[config.mk]
export PLATFORM = sky130hd
export DESIGN_NAME = bcd_clock_ctrl_flat
export DESIGN_NICKNAME = d
export VERILOG_FILES = /design/src/rtl/bcd_clock_if.sv /design/src/rtl/bcd_clock_ctrl.sv /design/src/flat_wrapper.sv
export SDC_FILE = /design/constraint.sdc
export NUM_CORES = 1
export LEC_CHECK = 0
export ABC_AREA = 1
export BUFFER_PORTS_ARGS = -buffer_cell sky130_fd_sc_hd__buf_2
export CORE_MARGIN = 5
export CORE_UTILIZATION = 41
export DETAILED_ROUTE_END_ITERATION = 7
export SYNTH_ARGS = -nofsm -noshare
export SYNTH_HDL_FRONTEND = slang
export SYNTH_SLANG_ARGS = --single-unit
[constraint.sdc]
create_clock -name clk -period 2.7 [get_ports clk]
set_input_delay 0.54 -clock clk [delete_from_list [all_inputs] [get_ports clk]]
set_output_delay 0.54 -clock clk [all_outputs]
set_load 0.02 [all_outputs]
[src/rtl/bcd_clock_if.sv]
// Button, load and display bundle between the board front end and
// the time-of-day controller.
interface bcd_clock_if;
    logic        run_en;
    logic        mode_btn;
    logic        inc_btn;
    logic        load_en;
    logic [23:0] load_data;
    logic [7:0]  hh_out;
    logic [7:0]  mm_out;
    logic [7:0]  ss_out;
    logic [1:0]  set_sel;
    logic        sec_tick;
    logic        day_wrap;
    logic        load_err;

    modport master (
        output run_en, mode_btn, inc_btn, load_en, load_data,
        input  hh_out, mm_out, ss_out, set_sel,
        input  sec_tick, day_wrap, load_err
    );

    modport slave (
        input  run_en, mode_btn, inc_btn, load_en, load_data,
        output hh_out, mm_out, ss_out, set_sel,
        output sec_tick, day_wrap, load_err
    );
endinterface

[src/rtl/bcd_clock_ctrl.sv]
// Time-of-day controller: one-second prescaler, cascaded BCD fields
// (ss/mm mod 60, hh mod 24) and a button-driven set FSM.
module bcd_clock_ctrl #(
    parameter int unsigned TICK_DIV = 50_000_000
) (
    input  logic        clk,
    input  logic        rst_n,
    bcd_clock_if.slave  bus
);
    localparam int unsigned W = (TICK_DIV > 1) ? $clog2(TICK_DIV) : 1;
    localparam logic [W-1:0] TC = W'(TICK_DIV - 1);

    typedef enum logic [1:0] {
        RUN    = 2'd0,
        SET_HH = 2'd1,
        SET_MM = 2'd2,
        SET_SS = 2'd3
    } state_e;

    state_e       state_q, state_d;
    logic [W-1:0] presc_q, presc_d;
    logic [7:0]   hh_q, hh_d;
    logic [7:0]   mm_q, mm_d;
    logic [7:0]   ss_q, ss_d;
    logic         tick_q, tick_d;
    logic         wrap_q, wrap_d;
    logic         err_q, err_d;
    logic         load_ok;

    function automatic logic [7:0] inc60(input logic [7:0] v);
        logic [7:0] r;
        if (v[3:0] == 4'd9) begin
            if (v[7:4] == 4'd5) r = 8'h00;
            else r = {v[7:4] + 4'd1, 4'd0};
        end else begin
            r = {v[7:4], v[3:0] + 4'd1};
        end
        return r;
    endfunction

    function automatic logic [7:0] inc24(input logic [7:0] v);
        logic [7:0] r;
        if (v == 8'h23) r = 8'h00;
        else if (v[3:0] == 4'd9) r = {v[7:4] + 4'd1, 4'd0};
        else r = {v[7:4], v[3:0] + 4'd1};
        return r;
    endfunction

    // Nibbles <= 9 keep BCD ordering identical to binary ordering.
    function automatic logic bcd_ok(input logic [7:0] v,
                                    input logic [7:0] max);
        return (v[7:4] <= 4'd9) && (v[3:0] <= 4'd9) && (v <= max);
    endfunction

    function automatic state_e next_state(input state_e s);
        state_e r;
        unique case (s)
            RUN:    r = SET_HH;
            SET_HH: r = SET_MM;
            SET_MM: r = SET_SS;
            SET_SS: r = RUN;
            default: r = RUN;
        endcase
        return r;
    endfunction

    assign load_ok = bcd_ok(bus.load_data[23:16], 8'h23)
                  && bcd_ok(bus.load_data[15:8], 8'h59)
                  && bcd_ok(bus.load_data[7:0], 8'h59);

    always_ff @(posedge clk or negedge rst_n) begin
        if (!rst_n) begin
            state_q <= RUN;
            presc_q <= '0;
            hh_q    <= 8'h00;
            mm_q    <= 8'h00;
            ss_q    <= 8'h00;
            tick_q  <= 1'b0;
            wrap_q  <= 1'b0;
            err_q   <= 1'b0;
        end else begin
            state_q <= state_d;
            presc_q <= presc_d;
            hh_q    <= hh_d;
            mm_q    <= mm_d;
            ss_q    <= ss_d;
            tick_q  <= tick_d;
            wrap_q  <= wrap_d;
            err_q   <= err_d;
        end
    end

    always_comb begin
        state_d = state_q;
        presc_d = presc_q;
        hh_d    = hh_q;
        mm_d    = mm_q;
        ss_d    = ss_q;
        tick_d  = 1'b0;
        wrap_d  = 1'b0;
        err_d   = 1'b0;
        if (bus.load_en) begin
            if (load_ok) begin
                hh_d    = bus.load_data[23:16];
                mm_d    = bus.load_data[15:8];
                ss_d    = bus.load_data[7:0];
                presc_d = '0;
            end else begin
                err_d = 1'b1;
            end
        end else if (bus.mode_btn) begin
            state_d = next_state(state_q);
            presc_d = '0;
        end else if (state_q != RUN) begin
            // Set states edit one field in isolation; no carries.
            if (bus.inc_btn) begin
                unique case (state_q)
                    SET_HH: hh_d = inc24(hh_q);
                    SET_MM: mm_d = inc60(mm_q);
                    SET_SS: ss_d = inc60(ss_q);
                    default: ;
                endcase
            end
        end else if (bus.run_en) begin
            if (presc_q == TC) begin
                presc_d = '0;
                tick_d  = 1'b1;
                ss_d    = inc60(ss_q);
                if (ss_q == 8'h59) begin
                    mm_d = inc60(mm_q);
                    if (mm_q == 8'h59) begin
                        hh_d   = inc24(hh_q);
                        wrap_d = (hh_q == 8'h23);
                    end
                end
            end else begin
                presc_d = presc_q + W'(1);
            end
        end
    end

    assign bus.hh_out   = hh_q;
    assign bus.mm_out   = mm_q;
    assign bus.ss_out   = ss_q;
    assign bus.set_sel  = state_q;
    assign bus.sec_tick = tick_q;
    assign bus.day_wrap = wrap_q;
    assign bus.load_err = err_q;
endmodule
[src/flat_wrapper.sv]
// flat-port wrapper written by rule: the top's interface ports become plain ports
module bcd_clock_ctrl_flat 
#(
    parameter int unsigned TICK_DIV = 50_000_000
)
  (clk, rst_n, bus_run_en, bus_mode_btn, bus_inc_btn, bus_load_en, bus_load_data, bus_hh_out, bus_mm_out, bus_ss_out, bus_set_sel, bus_sec_tick, bus_day_wrap, bus_load_err);
  bcd_clock_if bus_i ();
  input  logic clk;
  input  logic rst_n;
  input wire logic [$bits(bus_i.run_en)-1:0] bus_run_en;
  input wire logic [$bits(bus_i.mode_btn)-1:0] bus_mode_btn;
  input wire logic [$bits(bus_i.inc_btn)-1:0] bus_inc_btn;
  input wire logic [$bits(bus_i.load_en)-1:0] bus_load_en;
  input wire logic [$bits(bus_i.load_data)-1:0] bus_load_data;
  output wire logic [$bits(bus_i.hh_out)-1:0] bus_hh_out;
  output wire logic [$bits(bus_i.mm_out)-1:0] bus_mm_out;
  output wire logic [$bits(bus_i.ss_out)-1:0] bus_ss_out;
  output wire logic [$bits(bus_i.set_sel)-1:0] bus_set_sel;
  output wire logic [$bits(bus_i.sec_tick)-1:0] bus_sec_tick;
  output wire logic [$bits(bus_i.day_wrap)-1:0] bus_day_wrap;
  output wire logic [$bits(bus_i.load_err)-1:0] bus_load_err;
  assign bus_i.run_en = bus_run_en;
  assign bus_i.mode_btn = bus_mode_btn;
  assign bus_i.inc_btn = bus_inc_btn;
  assign bus_i.load_en = bus_load_en;
  assign bus_i.load_data = bus_load_data;
  assign bus_hh_out = bus_i.hh_out;
  assign bus_mm_out = bus_i.mm_out;
  assign bus_ss_out = bus_i.ss_out;
  assign bus_set_sel = bus_i.set_sel;
  assign bus_sec_tick = bus_i.sec_tick;
  assign bus_day_wrap = bus_i.day_wrap;
  assign bus_load_err = bus_i.load_err;
  bcd_clock_ctrl #(.TICK_DIV(TICK_DIV)) u_core (.clk(clk), .rst_n(rst_n), .bus(bus_i));
endmodule
==> impl_metrics.json, run 1 <==
{
  "max_freq_mhz": 471,
  "cts_resized": 0,
  "synth_top_area_frac": 0.335,
  "die_y_um": 110,
  "vias": 4047,
  "worst_slew_pin_slew_ns": 0.484,
  "n_antenna_cell": 0,
  "grt_pass1_wl_mm": 18.4,
  "ys_seq_area_frac": 0.335,
  "p_leak_nw": 2.28,
  "antenna_found_initial": 0,
  "synthCells": 605,
  "coreArea_sq_um": 9770,
  "cp.required_ns": 2.95,
  "place_congestion": 0.937,
  "io_pins": 59,
  "fin_tns_setup_ns": 0,
  "ys_warn_count": 0,
  "cts_buffers": 5,
  "stdcell_count": 797,
  "drv_slew": 0,
  "postCtsHoldBufs": 0,
  "path_clk_slew_ns": 0.10,
  "nets": 707,
  "antenna_left": 0,
  "synthArstFlopShare": 1.00,
  "synth_cell_types": 39,
  "dieArea_sq_um": 12100,
  "ys_ff_latch": 55,
  "grt_max_degree": 34,
  "status": "finished clean",
  "period_share": 0.786,
  "setup_violations": 0,
  "maxSlewHeadroom": 0.675,
  "wl_met2_mm": 4.74,
  "vias_per_cell": 5.08,
  "ir_drop_uv": 400,
  "grtUsageTotal": 0.191,
  "synth_top_cell_by_area": "dfrtp_1",
  "crit_fanout": 9,
  "gr-total-overflow": 0,
  "cts_sinks": 55,
  "met3_length_um": 612,
  "power.density_nw_per_um2": 668,
  "route.detailed.drc": 0,
  "clk_latency_ns": 0.31,
  "first_pass_iters": 5,
  "cap_violations": 0,
  "avgRoutedWirePerCell_um": 13.6,
  "rsz0062_at_grt": "no",
  "dpl.hpwl_mm": 8.56,
  "wl_met1_mm": 5.42,
  "hold_class": "in2async",
  "synth.area.top_cells": "dfrtp_1, nand2_1, nand3_1, nor2_1, inv_1",
  "crit_path_end_kind": "register",
  "fin_hold_ws_ns": 0.192,
  "clk_path_buf_depth": 2,
  "fin_worst_skew_ns": 0.00980,
  "first_iter_violations": 279,
  "synth.most_common_cell": "nand2_1",
  "root_buffer": "clkbuf_8",
  "synth_edf_count": 0,
  "avgSynthCellArea_sq_um": 6.79,
  "synth_common_cells": "nand2_1, nor2_1, nand3_1, dfrtp_1, inv_1",
  "rows": 36,
  "synth_flop_cell": "dfrtp_1",
  "cts_setup_buffers": 0,
  "die_x_um": 110,
  "synth_area_sq_um": 4110,
  "start_kind": "register",
  "initial_utilization": 0.420,
  "portBuffers": 58,
  "hold_viol_final": 0,
  "drive_above_1_share": 0.169,
  "cts_tree": "done",
  "crit_arrival_ns": 2.37,
  "wl_mm": 10.9,
  "top_layer": "met4",
  "syn_nets": 648,
  "grt_pass1_vias": 3792,
  "placedCellCount": 790,
  "cts_max_level": 2,
  "crit_type": "reg2reg",
  "period_needed_ns": 2.12,
  "area_delta_synth_final_pct": 13.0
}
-- area by class of cell --
cell class	count	area, sq um
repair buffers	65	343
inverters	62	234
clock inverters	1	30.0
well taps	133	166
flip-flops and latches	55	1380
multi-input cells	475	2420
clock buffers	6	72.6
fillers	1006	5130
-- power by group --
part / internal [mW] / total (mW) / switching [mW] / leakage, nW
logic: 0.455 / 1.30 / 0.842 / 1.49
clock network: 0.273 / 0.548 / 0.275 / 0.0513
registers: 0.999 / 1.25 / 0.256 / 0.736
-- worst paths after layout --
check                           slack [ns]                         startpoint  cells past startpoint                                to
max in group asynchronous             2.14                              rst_n                      2  u_core.bus.ss_out[7]$_DFFE_PN0P_
worst min-delay path                  0.19                              rst_n                      2    u_core.presc_q[20]$_DFFE_PN0P_
worst max-delay path                  0.58  u_core.bus.set_sel[0]$_DFFE_PN0P_                      8    u_core.presc_q[11]$_DFFE_PN0P_
worst max register to register        0.58  u_core.bus.set_sel[0]$_DFFE_PN0P_                      8    u_core.presc_q[11]$_DFFE_PN0P_
min in group clk                      0.51                   bus_load_data[0]                      3  u_core.bus.ss_out[0]$_DFFE_PN0P_
worst min register to register        0.56   u_core.bus.mm_out[1]$_DFFE_PN0P_                      2  u_core.bus.mm_out[1]$_DFFE_PN0P_
-- flip-flops by register name (all words and copies together), names as in the netlist --
register and cells:
u_core.bus.day_wrap 1, u_core.bus.hh_out 8, u_core.bus.load_err 1, u_core.bus.mm_out 8, u_core.bus.sec_tick 1, u_core.bus.set_sel 2, u_core.bus.ss_out 8, u_core.presc_q 26
-- through the flow --
stage	setup slack (ns)	area, sq um	util	power [mW]
after CTS	0.585	4640	0.475	3.13
after global routing	0.380	4640	0.475	3.36
after global placement	0.541	4540	0.464	2.55
final	0.579	4640	0.475	3.10
after detailed placement	0.471	4540	0.464	2.57
after floorplan	0.818	4110	-	2.16
-- placed cells by master, fill, tap and decap left out, drive strengths merged, types with 4 or more instances in the layout --
master  instances
a21oi           8
inv            61
buf            65
o22ai           6
ha             13
clkbuf          6
xor2           10
nor2           86
nor3           11
or2             4
xnor2           6
nand4          15
o21ai          33
nand2         204
nand3          65
dfrtp          55
-- worst max-delay path, stage by stage (launching register included) --
cell and delay [ns]:
dfrtp_1 0.43, inv_1 0.13, ha_1 0.26, inv_1 0.11, o21ai_2 0.27, a21boi_2 0.44, buf_4 0.25, nand3_1 0.09
nand2_1 0.07
-- per-layer routing --
metal,GRT usage,vias to the layer above
met5,0,-
met2,0.291,109
met3,0.0315,8
li1,-,2059
met1,0.287,1871
met4,0.0365,0
-- cell families (layout without fill, tap and decap cells) --
| group | count (synthesis) | count (layout) | share of synthesized area |
|---|---|---|---|
| simple gates | 389 | 389 | 0.434 |
| buf+inv | 75 | 134 | 0.0762 |
| compound gates | 57 | 57 | 0.0811 |
| flops | 55 | 55 | 0.335 |
| xor+xnor | 16 | 16 | 0.0341 |
| fa+ha+maj | 13 | 13 | 0.0396 |
Note: power is estimated with default switching activity, not from simulation.
==> inputs of run 2 (changes only) <==
Settings changed: ABC_AREA 1 to 0.
Clock period 2.7 ns to 2.17 ns, I/O delays scaled along.
==> run 2 against run 1 <==
  * Combinational power is 42% higher
  * Wire length is 2.2% lower
  * Cell area is 4.0% higher
  * Core utilization is 8.1 points higher
  * Total power is 32% higher
  * Die area is 11% lower
  * Sequential power is 14% higher
  * Clock skew is 0.0014 ns lower
  * Sequential cell count stayed put
  * Register-to-register slack worse by 0.51 ns
  * Largest cell class unchanged
  * Highest routed layer unchanged
==> impl_metrics.json, run 2 <==
{
  "drv_slew": 0,
  "slowest_stage": "nor4_4",
  "portBuffers": 58,
  "cts_buffers": 5,
  "clk_latency_ns": 0.31,
  "synth.area.top_cells": "dfrtp_1, ha_1, a21oi_1, o21ai_0, nand3_1",
  "stdcell_count": 639,
  "rows": 34,
  "route.detailed.drc": 0,
  "totalPowerFinal_mw": 4.08,
  "coreArea_sq_um": 8680,
  "p_int_mw": 2.49,
  "wl_mm": 10.6,
  "grt_pass1_wl_mm": 17.5,
  "max_freq_mhz": 469,
  "grt_use_met2": 0.337,
  "crit_start": "bus_load_data[22]",
  "grt_use_met3": 0.0261,
  "ys_seq_area_frac": 0.380,
  "first_iter_violations": 156,
  "regMostFlops": "u_core.presc_q",
  "setup_violations": 0,
  "post-place-ws_ns": -0.186,
  "ys_ff_latch": 55,
  "utilization": 0.556,
  "final_cell_mix": "buf_4, buf_2, dfrtp_1",
  "place_area_sq_um": 4580,
  "n_antenna_cell": 0,
  "ys_warn_count": 0,
  "synth.most_common_cell": "dfrtp_1",
  "hold_viol_final": 0,
  "place_congestion": 0.832,
  "layout_setup_ws_ns": 0.0367,
  "crit_fanout": 6,
  "synth_edf_count": 0,
  "vias_per_cell": 5.80,
  "die_x_um": 104,
  "avgRoutedWirePerCell_um": 16.6,
  "grt_max_degree": 56,
  "synthCells": 403,
  "ir_drop_uv": 324,
  "gr-total-overflow": 0,
  "antenna_left": 0,
  "status": "finished clean",
  "synth_top_area_frac": 0.380,
  "maxSlewHeadroom": 0.659,
  "fin_hold_ws_ns": 0.0987,
  "avgSynthCellArea_sq_um": 8.99,
  "r2r-start": "u_core.bus.set_sel[1]$_DFFE_PN0P_",
  "clk_path_buf_depth": 2,
  "start_kind": "primary input",
  "antenna_found_initial": 0,
  "gr-usage-met1": 0.246,
  "pwr-share-comb": 0.451,
  "hold_class": "in2async",
  "path_clk_slew_ns": 0.10,
  "crit_arrival_ns": 2.38,
  "synthArstFlopShare": 1.00,
  "seqPwrFrac": 0.348,
  "postCtsHoldBufs": 0,
  "placedCellCount": 628,
  "synth_flop_cell": "dfrtp_1",
  "syn_nets": 446,
  "p_leak_nw": 2.17,
  "area_delta_synth_final_pct": 33.3,
  "cts_max_level": 2,
  "die_y_um": 104,
  "dpl.hpwl_mm": 8.10,
  "p_switching_mw": 1.59,
  "crit_chain": "buf_2 -> nor4_4 -> a41o_1 -> buf_4 -> nand4_1 -> buf_6 -> or3_1 -> a21oi_2",
  "cap_violations": 0,
  "cts_tree": "done",
  "clkPwrFrac": 0.201,
  "cts_sinks": 55,
  "drive_above_1_share": 0.343,
  "fin_worst_skew_ns": 0.00837,
  "period_needed_ns": 2.13,
  "synth_area_sq_um": 3620,
  "period_share": 0.983,
  "synth_common_cells": "dfrtp_1, a21oi_1, o21ai_0, nand2_1, nor2_1",
  "layout_commonest_cell": "buf_4",
  "grtUsageTotal": 0.191,
  "fin_tns_setup_ns": 0,
  "first_pass_iters": 4,
  "root_buffer": "clkbuf_8",
  "netSwitchingFraction": 0.390,
  "fill_cells": 808,
  "synth_top_cell_by_area": "dfrtp_1",
  "largest_reg_flops": 26,
  "cp.required_ns": 2.41,
  "initial_utilization": 0.417,
  "vias": 3704,
  "cpPeakStageDelay_ns": 0.37,
  "crit_path_end_kind": "register",
  "io_pins": 59,
  "synth_cell_types": 62,
  "dieArea_sq_um": 10800,
  "design_area_sq_um": 4830,
  "reg2reg_slack_ns": 0.07,
  "grt_pass1_vias": 3617,
  "power.density_nw_per_um2": 845,
  "crit_type": "in2reg",
  "nets": 573,
  "grt.busiest_layer": "met2",
  "worst_slew_pin_slew_ns": 0.504
}
-- run 2: worst paths after layout --
| kind | end | cells after the start |
|---|---|---|
| setup / recovery | u_core.presc_q[14]$_DFFE_PN0P_ | 8 |
| hold / removal | u_core.bus.mm_out[7]$_DFFE_PN0P_ | 2 |
| setup reg to reg | u_core.presc_q[14]$_DFFE_PN0P_ | 9 |
| hold reg to reg | u_core.presc_q[5]$_DFFE_PN0P_ | 2 |
| max in group asynchronous | u_core.bus.set_sel[1]$_DFFE_PN0P_ | 2 |
| min in group clk | u_core.bus.mm_out[0]$_DFFE_PN0P_ | 3 |
-- run 2: what timing repair did --
action                                  in CTS  in global routing
resized for setup                            1                 17
buffers inserted                             0                  2
pin swaps                                    0                  3
cloned                                       0                  1
endpoints found under the setup margin       4                 38
-- run 2: per-layer routing --
layer  share of wire  vias up
li1                -     1804
met1            0.44     1812
met2            0.51       78
met3           0.038       10
met4           0.010        0
met5               0        -
-- run 2: power groups by stage --
| stage | Clock (mW) | Combinational [mW] | Sequential, mW |
|---|---|---|---|
| final | 0.819 | 1.84 | 1.42 |
| after global placement | 0 | 1.79 | 1.41 |
| after detailed placement | 0 | 1.82 | 1.42 |
| after CTS | 0.835 | 1.83 | 1.40 |
| after floorplan | 0 | 0.727 | 1.71 |
| after global routing | 0.877 | 2.02 | 1.46 |
-- run 2: cell type report --
type,instances,area [sq um],area share
clock inverters,2,60.1,0.0124
well taps,108,135,0.0280
inverters,15,56.3,0.0117
clock buffers,6,72.6,0.0150
multi-input cells,315,2220,0.460
repair buffers,138,905,0.187
flip-flops and latches,55,1380,0.286
-- run 2: cells by family after synthesis --
group                      count (synthesis)  share of synthesized area
DFF                                       55                      0.380
and+or+nand+nor                          164                      0.270
adders and majority gates                 13                     0.0449
AOI/OAI and AO/OA                        118                      0.215
muxes                                     14                     0.0411
xor gates and xnor gates                   6                     0.0145
buffers and inverters                     33                     0.0349
-- run 2: critical path: cells and delay by family --
family / cells / cell delay, ns
buffers and inverters: 3 / 0.50
AO/OA/AOI/OAI: 2 / 0.46
AND/OR/NAND/NOR: 3 / 0.99
==> inputs of run 3 (changes only) <==
Settings changed: CORE_UTILIZATION 41 to 45, PLACE_DENSITY from default to 0.66.
==> run 3 against run 2 <==
  * Via count increased by 0.24%
  * Combinational power about the same
  * Fmax increased by 1.1%
  * Sequential cell count unchanged
  * Setup slack improved by 0.023 ns
  * Global-route usage increased by 1.9 points
  * Clock skew decreased by 0.0023 ns
  * Wire length decreased by 1.9%
  * Worst hold slack got worse by 0.026 ns
  * First-iteration DRC count increased by 11%
  * Non-clock buffer count decreased by 6
  * Total power decreased by 4.3%
  * Critical endpoint is now u_core.bus.mm_out[4]$_DFFE_PN0P_
  * Largest power group unchanged
  * Highest routed layer unchanged
==> impl_metrics.json, run 3 (synthesized netlist as in run 2, its figures left out) <==
{
  "dpl.hpwl_mm": 8.13,
  "fin_tns_setup_ns": 0,
  "gr-total-overflow": 0,
  "area_delta_synth_final_pct": 30.6,
  "cts_sinks": 55,
  "worst_slew_pin_slew_ns": 0.518,
  "path_clk_slew_ns": 0.10,
  "vias": 3713,
  "layout_commonest_cell": "buf_4",
  "maxSlewHeadroom": 0.655,
  "largest_reg_flops": 26,
  "io_pins": 59,
  "p_leak_nw": 2.14,
  "place_congestion": 0.853,
  "drive_above_1_share": 0.328,
  "crit_fanout": 3,
  "regMostFlops": "u_core.presc_q",
  "met3_length_um": 435,
  "setup_violations": 0,
  "avgRoutedWirePerCell_um": 16.6,
  "root_buffer": "clkbuf_8",
  "grtUsageTotal": 0.210,
  "first_iter_violations": 173,
  "crit_arrival_ns": 2.33,
  "clk_latency_ns": 0.32,
  "status": "finished clean",
  "vias_per_cell": 5.92,
  "wl_met1_mm": 4.54,
  "top_layer": "met4",
  "cap_violations": 0,
  "rows": 32,
  "nets": 567,
  "crit_type": "reg2reg",
  "die_y_um": 99.7,
  "die_x_um": 99.7,
  "hold_class": "in2async",
  "ir_drop_uv": 342,
  "period_needed_ns": 2.11,
  "antenna_found_initial": 0,
  "coreArea_sq_um": 7770,
  "wl_met2_mm": 5.30,
  "cts_buffers": 5,
  "grt_pass1_wl_mm": 17.1,
  "crit_path_end_kind": "register",
  "final_cell_mix": "buf_4, buf_2, dfrtp_1",
  "cp.required_ns": 2.39,
  "grt_pass1_vias": 3616,
  "first_pass_iters": 4,
  "power.density_nw_per_um2": 825,
  "cts_tree": "done",
  "fin_worst_skew_ns": 0.00605,
  "hold_viol_final": 0,
  "rsz0062_at_grt": "no",
  "fill_cells": 711,
  "cts_max_level": 2,
  "n_antenna_cell": 0,
  "dieArea_sq_um": 9940,
  "totalPowerFinal_mw": 3.90,
  "period_share": 0.973,
  "wl_mm": 10.4,
  "start_kind": "register",
  "antenna_left": 0,
  "drv_slew": 0,
  "clk_path_buf_depth": 2,
  "initial_utilization": 0.466,
  "max_freq_mhz": 474,
  "portBuffers": 58,
  "postCtsHoldBufs": 0,
  "grt_max_degree": 36,
  "route.detailed.drc": 0
}
[run 3: changes by cell type in the layout (fill, tap and decap cells not counted), sizes merged]
cell	delta
buf	-6
bufinv	-2
clkbuf	+1
clkinvlp	+1
[run 3: what timing repair did]
| item | CTS | global route |
|---|---|---|
| pin swaps | 0 | 2 |
| endpoints found under the setup margin | 6 | 37 |
| gates resized for setup | 3 | 13 |
| buffers inserted | 0 | 1 |
[run 3: metrics by stage]
stage	instances	utilization	setup slack, ns	hold slack (ns)	area, sq um
after CTS	626	0.601	0.00776	0.0876	4660
after global placement	618	0.585	-0.151	0.428	4540
after global routing	627	0.609	0.000883	0.112	4730
after floorplan	403	-	0.0253	0.138	3640
after detailed placement	618	0.585	-0.164	0.439	4540
final	627	0.609	0.0592	0.0724	4730
[run 3: power by group]
| part | total, mW | internal (mW) | switching [mW] | leakage [nW] |
|---|---|---|---|---|
| Combinational | 1.86 | 0.802 | 1.06 | 1.37 |
| Sequential | 1.39 | 1.22 | 0.172 | 0.720 |
| Clock | 0.651 | 0.292 | 0.359 | 0.0505 |
[run 3: routing by layer]
layer  global-route usage  up-vias
li1                     -     1787
met1                0.263     1831
met2                0.374       83
met3               0.0302       12
met4               0.0620        0
met5                    0        -
[run 3: final cells by class]
class	instances	area, sq um	share of cell area
well taps	102	128	0.0270
clock inverters	1	7.51	0.00159
inverters	15	56.3	0.0119
flip-flops and latches	55	1380	0.292
clock buffers	7	96.3	0.0204
multi-input cells	315	2200	0.466
repair buffers	132	858	0.181
[run 3: worst paths after layout]
kind                                                  startpoint                                end  slack (ns)  depth (start not counted)
min in group clk                                bus_load_data[8]   u_core.bus.mm_out[0]$_DFFE_PN0P_        0.40                          3
worst max register to register  u_core.bus.ss_out[2]$_DFFE_PN0P_   u_core.bus.mm_out[4]$_DFFE_PN0P_        0.06                          6
max in group asynchronous                                  rst_n  u_core.bus.set_sel[1]$_DFFE_PN0P_        1.50                          2
worst min register to register    u_core.presc_q[25]$_DFFE_PN0P_     u_core.presc_q[25]$_DFFE_PN0P_        0.56                          2
worst max-delay path            u_core.bus.ss_out[2]$_DFFE_PN0P_   u_core.bus.mm_out[4]$_DFFE_PN0P_        0.06                          6
worst min-delay path                                       rst_n      u_core.bus.day_wrap$_DFF_PN0_        0.07                          1
[run 3: worst max-delay path, stage by stage (launching register included)]
cell and delay, ns:
dfrtp_1 0.39, nand4bb_1 0.32, buf_4 0.24, nor2_1 0.25, nand4_1 0.24, a21oi_2 0.23, mux2_2 0.34
